===== src/rtl/frame_crc_pkg.sv =====
// frame_crc_pkg: shared CRC constants and FSM state encoding for frame_crc_writer.
package frame_crc_pkg;

    // CRC-16/CCITT-FALSE: poly 0x1021, init 0xFFFF, MSB-first, no reflection, no xorout
    localparam logic [15:0] CRC_POLY = 16'h1021;
    localparam logic [15:0] CRC_INIT = 16'hFFFF;
    // Residue left after running the CRC over a frame that carries its own CRC big-endian
    localparam logic [15:0] CRC_GOOD = 16'h0000;

    // Smallest legal frame: one payload byte plus two CRC bytes
    localparam int unsigned MIN_FRAME_LEN = 3;

    typedef logic [1:0] state_t;
    localparam state_t ST_IDLE = 2'd0;
    localparam state_t ST_RECV = 2'd1;
    localparam state_t ST_DROP = 2'd2;

endpackage


===== src/rtl/crc16_ccitt_byte.sv =====
// crc16_ccitt_byte: combinational next-CRC for one byte, MSB of the byte first.
module crc16_ccitt_byte
    import frame_crc_pkg::*;
(
    input  logic [15:0] crc_i,
    input  logic [7:0]  data_i,
    output logic [15:0] crc_o
);

    // Bit-serial shift unrolled over the 8 data bits
    always_comb begin
        logic [15:0] c;
        logic        fb;
        c = crc_i;
        for (int i = 7; i >= 0; i--) begin
            fb = c[15] ^ data_i[i];
            c  = {c[14:0], 1'b0} ^ (fb ? CRC_POLY : 16'h0000);
        end
        crc_o = c;
    end

endmodule


===== src/rtl/frame_crc_writer.sv =====
// frame_crc_writer: writes framed bytes into frame_fifo_late and closes every
// frame with exactly one commit (good) or rollback (bad CRC, length or FIFO overflow).
// Optional per-frame statistics counters are built when FRAME_CRC_STATS_EN is defined.
module frame_crc_writer
    import frame_crc_pkg::*;
#(
    parameter int DATAWIDTH = 8,    // CRC datapath is byte-wide; only 8 is meaningful
    parameter int MAXLEN    = 256,  // max frame length including the two CRC bytes
    parameter int LENWIDTH  = 9     // 2**LENWIDTH must exceed MAXLEN
) (
    input  logic                 clk,
    input  logic                 reset_l,
    input  logic [DATAWIDTH-1:0] in_data,
    input  logic                 in_valid,
    input  logic                 in_sof,
    input  logic                 in_eof,
    output logic [DATAWIDTH-1:0] fifo_wr_data,
    output logic                 fifo_we,
    output logic                 fifo_commit,
    output logic                 fifo_rollback,
    input  logic                 fifo_ovf,
    output logic                 frame_good,
    output logic                 frame_bad,
    output logic [15:0]          good_cnt,
    output logic [15:0]          bad_cnt
);

    localparam logic [LENWIDTH-1:0] MAXLEN_L = LENWIDTH'(MAXLEN);
    localparam logic [LENWIDTH-1:0] MINLEN_L = LENWIDTH'(MIN_FRAME_LEN);
    localparam logic [LENWIDTH-1:0] LEN_ONE  = LENWIDTH'(1);

    state_t               state_q, state_d;
    logic [15:0]          crc_q, crc_d;
    logic [LENWIDTH-1:0]  len_q, len_d;
    logic                 ovf_seen_q, ovf_seen_d;
    logic                 left_recv_q, left_recv_d;

    logic [DATAWIDTH-1:0] wr_data_q, wr_data_d;
    logic                 we_q, we_d;
    logic                 commit_q, commit_d;
    logic                 rollback_q, rollback_d;

    logic [15:0]          crc_src;
    logic [15:0]          crc_upd;
    logic [LENWIDTH-1:0]  len_next;
    logic                 ovf_now;
    logic                 frame_ok;

    // A new frame always restarts from the init value, so IDLE feeds CRC_INIT
    assign crc_src  = (state_q == ST_IDLE) ? CRC_INIT : crc_q;
    assign len_next = len_q + LEN_ONE;
    // An overflow pulse coincident with the eof byte must still spoil the frame
    assign ovf_now  = ovf_seen_q | fifo_ovf;
    assign frame_ok = (crc_upd == CRC_GOOD) && (len_next >= MINLEN_L) && !ovf_now;

    crc16_ccitt_byte u_crc (
        .crc_i  (crc_src),
        .data_i (in_data[7:0]),
        .crc_o  (crc_upd)
    );

    // Frame FSM: decides writes and the end-of-frame verdict one cycle ahead of the outputs
    always_comb begin
        state_d    = state_q;
        crc_d      = crc_q;
        len_d      = len_q;
        wr_data_d  = wr_data_q;
        we_d       = 1'b0;
        commit_d   = 1'b0;
        rollback_d = 1'b0;
        case (state_q)
            ST_IDLE: begin
                // Bytes without sof are stray and silently dropped
                if (in_valid && in_sof) begin
                    we_d      = 1'b1;
                    wr_data_d = in_data;
                    crc_d     = crc_upd;
                    len_d     = LEN_ONE;
                    if (in_eof) begin
                        // Single-byte frame can never hold a CRC
                        rollback_d = 1'b1;
                    end else begin
                        state_d = ST_RECV;
                    end
                end
            end
            ST_RECV: begin
                if (in_valid) begin
                    if (in_sof) begin
                        // Abort: the new sof byte is not written, the open frame is rolled back
                        rollback_d = 1'b1;
                        state_d    = ST_IDLE;
                    end else if (len_q == MAXLEN_L) begin
                        // Too long: reject now and swallow the rest of the frame
                        rollback_d = 1'b1;
                        state_d    = in_eof ? ST_IDLE : ST_DROP;
                    end else begin
                        we_d      = 1'b1;
                        wr_data_d = in_data;
                        crc_d     = crc_upd;
                        len_d     = len_next;
                        if (in_eof) begin
                            commit_d   = frame_ok;
                            rollback_d = !frame_ok;
                            state_d    = ST_IDLE;
                        end
                    end
                end
            end
            ST_DROP: begin
                if (in_valid && in_eof) begin
                    state_d = ST_IDLE;
                end
            end
            default: begin
                state_d = ST_IDLE;
            end
        endcase
    end

    // Overflow tracking: armed during RECV and the cycle after leaving it, cleared by sof
    always_comb begin
        ovf_seen_d  = ovf_seen_q;
        left_recv_d = (state_q == ST_RECV) && (state_d != ST_RECV);
        if (fifo_ovf && ((state_q == ST_RECV) || left_recv_q)) begin
            ovf_seen_d = 1'b1;
        end
        if (in_valid && in_sof) begin
            ovf_seen_d = 1'b0;
        end
    end

    // State and registered FIFO-side outputs
    always_ff @(posedge clk or negedge reset_l) begin
        if (!reset_l) begin
            state_q     <= ST_IDLE;
            crc_q       <= CRC_INIT;
            len_q       <= '0;
            ovf_seen_q  <= 1'b0;
            left_recv_q <= 1'b0;
            wr_data_q   <= '0;
            we_q        <= 1'b0;
            commit_q    <= 1'b0;
            rollback_q  <= 1'b0;
        end else begin
            state_q     <= state_d;
            crc_q       <= crc_d;
            len_q       <= len_d;
            ovf_seen_q  <= ovf_seen_d;
            left_recv_q <= left_recv_d;
            wr_data_q   <= wr_data_d;
            we_q        <= we_d;
            commit_q    <= commit_d;
            rollback_q  <= rollback_d;
        end
    end

    assign fifo_wr_data  = wr_data_q;
    assign fifo_we       = we_q;
    assign fifo_commit   = commit_q;
    assign fifo_rollback = rollback_q;
    // Verdict pulses share the commit/rollback flops so they are coincident by construction
    assign frame_good    = commit_q;
    assign frame_bad     = rollback_q;

`ifdef FRAME_CRC_STATS_EN
    logic [15:0] good_cnt_q, bad_cnt_q;

    // Saturating verdict counters, stepped on the same edge that raises frame_good/frame_bad
    always_ff @(posedge clk or negedge reset_l) begin
        if (!reset_l) begin
            good_cnt_q <= '0;
            bad_cnt_q  <= '0;
        end else begin
            if (commit_d && (good_cnt_q != 16'hFFFF)) begin
                good_cnt_q <= good_cnt_q + 16'd1;
            end
            if (rollback_d && (bad_cnt_q != 16'hFFFF)) begin
                bad_cnt_q <= bad_cnt_q + 16'd1;
            end
        end
    end

    assign good_cnt = good_cnt_q;
    assign bad_cnt  = bad_cnt_q;
`else
    assign good_cnt = '0;
    assign bad_cnt  = '0;
`endif

endmodule


===== config.mk =====
export PLATFORM = sky130hd
export DESIGN_NAME = frame_crc_writer
export DESIGN_NICKNAME = d
export VERILOG_FILES = /design/src/rtl/frame_crc_pkg.sv /design/src/rtl/crc16_ccitt_byte.sv /design/src/rtl/frame_crc_writer.sv
export SDC_FILE = /design/constraint.sdc
export NUM_CORES = 1
export LEC_CHECK = 0
export ABC_AREA = 1
export ABC_CLOCK_PERIOD_IN_PS = 2800
export CAP_MARGIN = 30
export CORE_MARGIN = 2
export CORE_UTILIZATION = 57
export CTS_BUF_LIST = sky130_fd_sc_hd__clkbuf_8
export CTS_CLUSTER_DIAMETER = 80
export DETAILED_ROUTE_END_ITERATION = 6
export GPL_TIMING_DRIVEN = 1
export PLACE_DENSITY_LB_ADDON = 0.1
export SYNTH_ARGS = -nofsm -noshare
export SYNTH_HDL_FRONTEND = slang
export SYNTH_SLANG_ARGS = --single-unit

===== constraint.sdc =====
create_clock -name clk -period 2.8 [get_ports clk]
set_input_delay 0.28 -clock clk [delete_from_list [all_inputs] [get_ports clk]]
set_output_delay 0.28 -clock clk [all_outputs]
set_load 0.02 [all_outputs]

==> results.txt, run 1 <==
The run finished with clean final reports. The total area of multi-input combinational cells is 1340 sq um. The register share of total power is 46.2%. The Yosys warning count is 0. During placement, the flow inserted port buffers numbering 26. By area the synthesized netlist is led by sky130_fd_sc_hd__dfrtp_1 22%, sky130_fd_sc_hd__dfstp_2 15%, sky130_fd_sc_hd__nand2_1 12%.

In this run, the number of DRC markers left after iteration 0 of detailed routing was 143. The hold buffer count at CTS is 0. Setup repair after global routing left no endpoint under its margin. The synthesis-to-layout area growth came out at 7.67%. The detailed-routing iteration count for the pre-antenna-repair pass came out at 4. Post-CTS timing repair inserted 0 buffers for setup.

Counting flops and latches in the post-synthesis netlist gives 40. The total vias in the final route is 2139. The power density over the cells is 571 nW/um^2. The share of final-layout standard cells stronger than drive strength 1 is 19.0%. For this design, the slowest cell found on the critical path is sky130_fd_sc_hd__nor2_2. The number of buffers added by the clock tree synthesis step came out at 5. The maximum cell stage delay along the critical path came out at 0.49 ns. The worst hold path belongs to the class in2async. The worst setup path is of the reg2reg kind. For the pin with the worst max-slew slack, the measured transition is a little over 0.9 ns. The final wirelength is between 5000 and 6000 um. The region available for standard cell placement spans roughly 4700 sq um.

The post-route met1 wirelength is 2740 um. The highest signal layer in the routed design is met4. The global placement routability congestion came out at 0.858. The remaining global-route overflow came out at 0. Setup slack closes at 0.531 ns.

The clock input transition at the sequential cells of the worst setup and hold paths came out at 0.08 ns. By instance count, the cell type seen most on the critical path is sky130_fd_sc_hd__nand2_1. The synthesized netlist cell count is ~350. The cell chosen for the clock root is sky130_fd_sc_hd__clkbuf_8. The reported max-cap violation count came out at 0.

The HPWL after detailed placement came out at approximately 4000 um. Clock latency on the worst-skew pair, taken at its later pin, is 0.29 ns. The arrival time of data at the critical path endpoint is 2.46 ns.

The final count of hold timing violations came to 0. The global-route wire length before repair is 9160 um. The die area came out at 5350 sq um. The top cell type by area accounts for 22.0% of the synthesized area. The detailed route wirelength on metal2 came out at 2360 um. The routed design could run at a clock period as short as 2.27 ns. The peak supply drop is 0.381 mV.

The average instance in the mapped netlist occupies 7.70 sq um. The sequential share of the synthesized area came out at 37.5%. The number of pins exceeding their max-slew limit in the final report is 0. The tree built by TritonCTS fans out to 40 sinks. The switching fraction of total power came out at 35.0%. The xor/xnor share of the synthesized area is roughly 2.6%. The arithmetic-cell share of the synthesized area counting full adders, half adders and majority gates came out at 1.38%.

The post-synthesis share of cell area spent on and, or, nand and nor gates came out at between 30% and 40%. Row generation in the floorplan step produced 25 rows. From bottom edge to top edge, the die measures 73.1 um. Walking the worst path, the cells encountered are nor2_2, nor2_1, nand2_1, nand2_1, nand2_1, nand2_1, nand2_1, nand2_1, nor2_1, nand2_1, nor2_2, nand3_1, nand2_1, nand2_1. The final setup violation count is 0. The area of the mapped netlist is around 2700 sq um. The worst pin sits at a relative slew slack of 39.5%. The analysis attributes to net switching a power of 0.000586 W.

The distinct cell type count of the synthesized netlist is 37. The number of antenna violations at the first check in global routing came out at 0. The worst setup slack after placement came out at 0.554 ns. The worst setup path is captured at a flop.

The wire length per cell after detailed routing is about 13 um. The register area came out at 1020 sq um. The routed length on met3 came out at 297 um. The leakage power came out at ~1.4 nW. Of the available clock period, the critical path in the final layout requires 81.0%. The H-tree was split into 2 levels.

The family with the most delay on the worst path is simple AND/OR/NAND/NOR gates. The part of the total power dissipated in combinational logic came out at 29.9%. The number of buffers and inverters on the critical path is 0.

The largest area contributor in the netlist is sky130_fd_sc_hd__dfrtp_1. By area, the combinational part of the netlist is dominated by simple AND/OR/NAND/NOR gates. The number of buffers between clock root and the deepest sink came out at 2.

Cells fill 63.0% of the core in the end. From left edge to right edge, the die measures around 73 um. In the final design database the tool counted 395 nets. In this run, post-CTS repair resized a total of 0 instances. After filler insertion, the fill cell instance count of the layout stands at 414. The type of origin of the critical path is a flop. The maximum achievable frequency came out at 441 MHz. The compound-gate portion of the synthesized area is 8.72%. The setup TNS after final layout is 0 ns.

TritonCTS built the clock tree. Entering global routing, the biggest net connects 41 pins. The diode insertion count for antenna repair is 0. The highest fanout seen on the critical path is 12. The setup skew after layout came out at approximately 0.0070 ns. The count of unresolved DRC violations after routing came out at 0. The overall track demand over capacity in global routing is between 20% and 30%.

The effective utilization at floorplan is approximately 58%. The share of total power in the clock network came out at a little under a quarter. The multiplexer share of the synthesized area is 0%.

The detailed-route vias per instance is 4.94. The critical path required time came out at about 3 ns. The total I/O pin count is 59. Once detail routing completed, the nets flagged for antenna violations numbered 0. The internal power summed over all cells is 0.00109 W.

The number of global-route vias before repair is 1967.
-- cells in the mapped netlist --
master / n
sky130_fd_sc_hd__a21oi_1: 6
sky130_fd_sc_hd__a31oi_1: 5
sky130_fd_sc_hd__a32o_1: 2
sky130_fd_sc_hd__buf_12: 1
sky130_fd_sc_hd__buf_2: 1
sky130_fd_sc_hd__buf_4: 34
sky130_fd_sc_hd__buf_6: 4
sky130_fd_sc_hd__clkbuf_2: 1
sky130_fd_sc_hd__conb_1: 1
sky130_fd_sc_hd__dfrtp_1: 24
sky130_fd_sc_hd__dfstp_2: 16
sky130_fd_sc_hd__ha_1: 3
sky130_fd_sc_hd__inv_1: 33
sky130_fd_sc_hd__inv_2: 3
sky130_fd_sc_hd__inv_4: 2
sky130_fd_sc_hd__nand2_1: 90
sky130_fd_sc_hd__nand2_2: 24
sky130_fd_sc_hd__nand2_4: 5
sky130_fd_sc_hd__nand3_1: 10
sky130_fd_sc_hd__nand3_2: 3
sky130_fd_sc_hd__nand3b_1: 2
sky130_fd_sc_hd__nand3b_2: 1
sky130_fd_sc_hd__nand4_1: 2
sky130_fd_sc_hd__nor2_1: 30
sky130_fd_sc_hd__nor2_2: 4
sky130_fd_sc_hd__nor2_8: 1
sky130_fd_sc_hd__nor3_1: 4
sky130_fd_sc_hd__nor3_2: 1
sky130_fd_sc_hd__nor3b_1: 1
sky130_fd_sc_hd__nor4_2: 1
sky130_fd_sc_hd__o21ai_0: 15
sky130_fd_sc_hd__o21ai_1: 12
sky130_fd_sc_hd__o21ai_2: 1
sky130_fd_sc_hd__o22ai_1: 2
sky130_fd_sc_hd__or2_1: 1
sky130_fd_sc_hd__xnor2_1: 1
sky130_fd_sc_hd__xor2_1: 7
-- stage by stage --
step                instances  cell area, sq um  hold slack (ns)  power (W)
floorplan                 385              2840          -0.0156    0.00117
global placement          425              2840            0.460    0.00128
detailed placement        425              2840            0.461    0.00129
CTS                       433              2930            0.139    0.00169
global route              433              2930            0.179    0.00179
finish                    433              2930            0.112    0.00168
-- sequential cells by signal, summed over array words and instances, names as in the netlist --
name	flops
crc_q	16
fifo_commit	1
fifo_rollback	1
fifo_we	1
fifo_wr_data	8
left_recv_q	1
len_q	9
ovf_seen_q	1
state_q	2
-- kinds of logic after synthesis --
group	after synthesis
AO/OA/AOI/OAI	43
AND/OR/NAND/NOR	180
other	1
flip-flops	40
buffers and inverters	79
adder cells (fa/ha/maj)	3
XOR/XNOR	8
-- layout make-up --
type,instances,area share (%)
inverter,38,5.03
clock buffer,6,2.81
timing repair buffer,27,8.96
sequential,40,34.8
multi-input combinational,266,45.8
tap,54,2.30
clock inverter,2,0.341
-- power groups by stage --
stage	registers (W)	logic, W	clock network [W]
after global routing	0.000788	0.000560	0.000441
final	0.000775	0.000502	0.000400
after floorplan	0.000800	0.000372	0
after detailed placement	0.000786	0.000500	0
after CTS	0.000776	0.000502	0.000414
after global placement	0.000784	0.000493	0
-- metal layers --
layer	vias to the layer above	GRT usage [%]
met3	4	5.11
li1	1094	-
met2	67	32.3
met1	974	32.6
met4	0	6.38
met5	-	0
-- cells in the final DEF, fill, tap and decap left out --
| master | count |
|---|---|
| sky130_fd_sc_hd__ha_1 | 3 |
| sky130_fd_sc_hd__dfstp_2 | 16 |
| sky130_fd_sc_hd__nor2_1 | 30 |
| sky130_fd_sc_hd__o21ai_2 | 1 |
| sky130_fd_sc_hd__xnor2_1 | 1 |
| sky130_fd_sc_hd__inv_2 | 3 |
| sky130_fd_sc_hd__nand3b_1 | 2 |
| sky130_fd_sc_hd__clkdlybuf4s50_1 | 25 |
| sky130_fd_sc_hd__nand4_1 | 2 |
| sky130_fd_sc_hd__nor3_1 | 4 |
| sky130_fd_sc_hd__nand2_4 | 5 |
| sky130_fd_sc_hd__a32o_1 | 2 |
| sky130_fd_sc_hd__nor3b_1 | 1 |
| sky130_fd_sc_hd__clkinv_2 | 2 |
| sky130_fd_sc_hd__nand3b_2 | 1 |
| sky130_fd_sc_hd__nand3_1 | 10 |
| sky130_fd_sc_hd__clkbuf_8 | 6 |
| sky130_fd_sc_hd__a21oi_1 | 6 |
| sky130_fd_sc_hd__o21ai_0 | 15 |
| sky130_fd_sc_hd__conb_1 | 32 |
| sky130_fd_sc_hd__o21ai_1 | 12 |
| sky130_fd_sc_hd__nand2_2 | 24 |
| sky130_fd_sc_hd__inv_1 | 33 |
| sky130_fd_sc_hd__or2_1 | 1 |
| sky130_fd_sc_hd__nand3_2 | 3 |
| sky130_fd_sc_hd__nor2_8 | 1 |
| sky130_fd_sc_hd__dfrtp_1 | 24 |
| sky130_fd_sc_hd__nand2_1 | 90 |
| sky130_fd_sc_hd__inv_4 | 2 |
| sky130_fd_sc_hd__buf_2 | 1 |
| sky130_fd_sc_hd__o22ai_1 | 2 |
| sky130_fd_sc_hd__nor2_2 | 4 |
| sky130_fd_sc_hd__buf_4 | 1 |
| sky130_fd_sc_hd__nor4_2 | 1 |
| sky130_fd_sc_hd__nor3_2 | 1 |
| sky130_fd_sc_hd__a31oi_1 | 5 |
| sky130_fd_sc_hd__xor2_1 | 7 |
-- path summary, 6_finish.rpt --
check / startpoint / to / slack (ns) / cells past startpoint
setup / recovery: state_q[0] / fifo_rollback / 0.53 / 14
hold / removal: reset_l / fifo_rollback / 0.11 / 1
setup reg to reg: state_q[0] / fifo_rollback / 0.53 / 14
hold reg to reg: fifo_wr_data[5] / fifo_wr_data[5] / 0.48 / 2
max in group asynchronous: reset_l / fifo_wr_data[3] / 2.12 / 1
min in group clk: fifo_wr_data[5] / fifo_wr_data[5] / 0.48 / 2
No activity file was read; power rests on OpenSTA's default activity.
==> run 2, diff against run 1 <==
--- a/config.mk
+++ b/config.mk
@@ -6,10 +6,10 @@
 export NUM_CORES = 1
 export LEC_CHECK = 0
 export ABC_AREA = 1
-export ABC_CLOCK_PERIOD_IN_PS = 2800
+export ABC_CLOCK_PERIOD_IN_PS = 2000
 export CAP_MARGIN = 30
 export CORE_MARGIN = 2
-export CORE_UTILIZATION = 57
+export CORE_UTILIZATION = 48
 export CTS_BUF_LIST = sky130_fd_sc_hd__clkbuf_8
 export CTS_CLUSTER_DIAMETER = 80
 export DETAILED_ROUTE_END_ITERATION = 6
==> constraint.sdc (replaced) <==
create_clock -name clk -period 2 [get_ports clk]
set_input_delay 0.2 -clock clk [delete_from_list [all_inputs] [get_ports clk]]
set_output_delay 0.2 -clock clk [all_outputs]
set_load 0.02 [all_outputs]
==> results.txt, run 2 (synthesis results as in run 1) <==
The run finished with clean final reports. Among all stages on the critical path, the largest delay is contributed by sky130_fd_sc_hd__dfrtp_1. The row count is 27. The global placement routability congestion is 0.839.

Summed over all layers, the global routing overflow is 0. The cell occurring most often along the worst timing path is sky130_fd_sc_hd__nand2_1. Buffers inserted during clock tree synthesis total 5.

The path class of the tightest hold or removal check is in2async. Across the routed clock network, the largest skew measured is 0.00557 ns. At the worst endpoint, the arrival time is 2.11 ns.

The HPWL after detailed placement came out at between 4000 and 5000 um. The cell sitting at the root of the clock tree is a sky130_fd_sc_hd__clkbuf_8. The final count of hold timing violations came to 0. The number of cells traversed by the worst register-to-register path came out at 15. The count of unresolved DRC violations after routing is 0.

The maximum achievable frequency came out at 521 MHz. The headroom to the max-slew limit came out at 65.0%. The most frequent standard cell in the layout excluding fill and tap cells is sky130_fd_sc_hd__nand2_1. The fill cell instance count of the final layout came out at between 500 and 600.

The register area is 1020 sq um. The maximum cell stage delay along the critical path is 0.38 ns. The worst path needs 1.92 ns of the cycle, external delays included. Across the VDD grid, the largest voltage drop is 0.423 mV. The flip-flop count of the largest register, all copies and words added is 16. The overall power is 0.00259 W. In this run the worst path has a maximum fanout of 7. The count of port buffers added during placement is 26. The critical path required time is 2.19 ns.

The critical path is of the reg2reg type. The top cell types in the final layout, fill and taps aside, are 86 x sky130_fd_sc_hd__nand2_1, 33 x sky130_fd_sc_hd__inv_1, 32 x sky130_fd_sc_hd__conb_1. The number of antenna violations at the first check in global routing was 0. The routed layout has 2227 vias.

The reported max-cap violation count came out at 0. The share of the cycle needed by the critical path after routing is between 90% and 100%. The core region is 5510 sq um.

The detailed-routing iteration count for the pre-antenna-repair pass came out at 4. The final setup violation count came out at 0. The DRC violation total after the first TritonRoute iteration is approximately 110. The post-route worst hold slack came out at 0.489 ns. The clock input transition at the sequential cells of the worst setup and hold paths is about 0.08 ns. The synthesis-to-layout area growth is 19.7%. During I/O placement, the number of pins put on the boundary was 59. The maximum number of pins on one net before global-route repair came out at 41. Setup repair after global routing could not meet its margin everywhere. The setup TNS after final layout came out at 0 ns. TritonCTS built the clock tree.

The worst-margin pin slew came out at around 0.53 ns. Once layout is complete, the cells apart from fillers number between 400 and 500. The number of placed instances with taps included is between 400 and 500.

The number of buffers between clock root and the deepest sink came out at 2. The diode insertion count for antenna repair is 0. Summed over all cells, the static leakage comes to 1.59 nW.

The worst reg2reg path startpoint is state_q[0]. In the final layout, the share of cells above drive strength 1 is 27.0%. Power spread over the standard cell area amounts to 794 nW/um^2. Walking the worst path, the cells encountered are buf_4, nor2_4, nor2_1, nand2_1, nand2_2, nand2_2, nand2_2, nand2_2, nand2_1, nor2_1, nand2_1, nor2_2, nand3_1, nand2_1, nand2_1.

The effective utilization at floorplan came out at 49.5%. The deepest level of the CTS H-tree came out at 2. The final core utilization came out at 59.2%. The total number of nets in the final design came out at 423.

The total area of multi-input combinational cells is approximately 1400 sq um. The clock network latency to the later pin of the worst-skew pair came out at 0.29 ns. The overall track demand over capacity in global routing is around a fifth. From left edge to right edge, the die measures 79.3 um. After detailed routing, the number of vias per cell comes to ~4.6. The setup check on the worst reg-to-reg path leaves a slack of 0.08 ns. The critical path endpoint category is a flop. The number of pins exceeding their max-slew limit in the final report came out at 0. The type of origin of the critical path is a flop. The wire length per cell after detailed routing came out at about 12 um. The number of global-route vias before repair came out at 2093. The register with the most flip-flops is crc_q. The die area came out at 6300 sq um. The post-route antenna net violation count is 0. The final wirelength came out at 5680 um. From bottom edge to top edge, the die measures just under 80 um. The global-route wire length before repair came out at 9700 um. In this run the critical register-to-register path is captured at fifo_rollback. The number of sinks on the clock net came out at 40.
## run 2: cell types whose count changed in the layout (fill, tap and decap cells not counted), moves of 2 or more
cell,delta
sky130_fd_sc_hd__buf_4,+25
sky130_fd_sc_hd__nand2_1,-4
sky130_fd_sc_hd__nand2_2,+4
sky130_fd_sc_hd__nor2_1,-3
sky130_fd_sc_hd__clkinv_2,-2
sky130_fd_sc_hd__dfrtp_1,-2
sky130_fd_sc_hd__dfrtp_2,+2
sky130_fd_sc_hd__nand3_1,-2
sky130_fd_sc_hd__nand3_2,+2
sky130_fd_sc_hd__nor2_2,+2
## run 2: per-layer routing
metal / wire (um) / part of all wire (%) / global-route usage, % / vias to the layer above
met4: 64 / 1.1 / 7.41 / 0
met3: 269 / 4.7 / 2.50 / 6
li1: - / - / - / 1155
met2: 2470 / 43 / 29.0 / 65
met1: 2880 / 51 / 28.7 / 1001
met5: 0 / 0 / 0 / -
## run 2: worst max-delay path by stage
stage	startpoint	end	depth (start not counted)
final	state_q[0]	fifo_rollback	15
after global routing	state_q[0]	fifo_rollback	15
after CTS	state_q[0]	fifo_rollback	16
after detailed placement	state_q[1]	fifo_rollback	14
after global placement	state_q[1]	fifo_rollback	14
after floorplan	state_q[0]	fifo_rollback	15
## run 2: final cells by class
cell class	count	area share, %
inverters	38	4.68
flip-flops and latches	40	31.4
well taps	72	2.76
clock inverters	1	0.921
clock buffers	7	2.95
multi-input cells	266	42.4
repair buffers	55	14.9
## run 2: power by group
part / internal [W] / total, W / leakage [nW] / switching, W
registers: 0.00100 / 0.00109 / 0.482 / 0.0000873
clock network: 0.000441 / 0.000729 / 0.0645 / 0.000289
logic: 0.000301 / 0.000769 / 1.05 / 0.000468
total: 0.00175 / 0.00259 / 1.59 / 0.000844
## run 2: what timing repair did
action                                  in CTS  in global routing
endpoints found under the setup margin       2                 13
hold buffers                                 1                  0
setup buffers                                1                  6
endpoints found under the hold margin       24                  0
resized for setup                            2                 13
pin swaps                                    2                  2
gates cloned                                 0                  0
## run 2: worst max-delay path, delay by kind of cell (launching register included)
kind / cells / cell delay (ns)
AND/OR/NAND/NOR: 14 / 1.29
buffers and inverters: 1 / 0.14
flip-flops: 1 / 0.38
## run 2: per-stage QoR
stage                     setup slack [ns]  instance area, sq um
after floorplan                      0.346                  2840
after global placement             -0.0568                  3010
after detailed placement           -0.0980                  3010
after CTS                         0.000101                  3170
after global routing               -0.0936                  3260
final                               0.0793                  3260
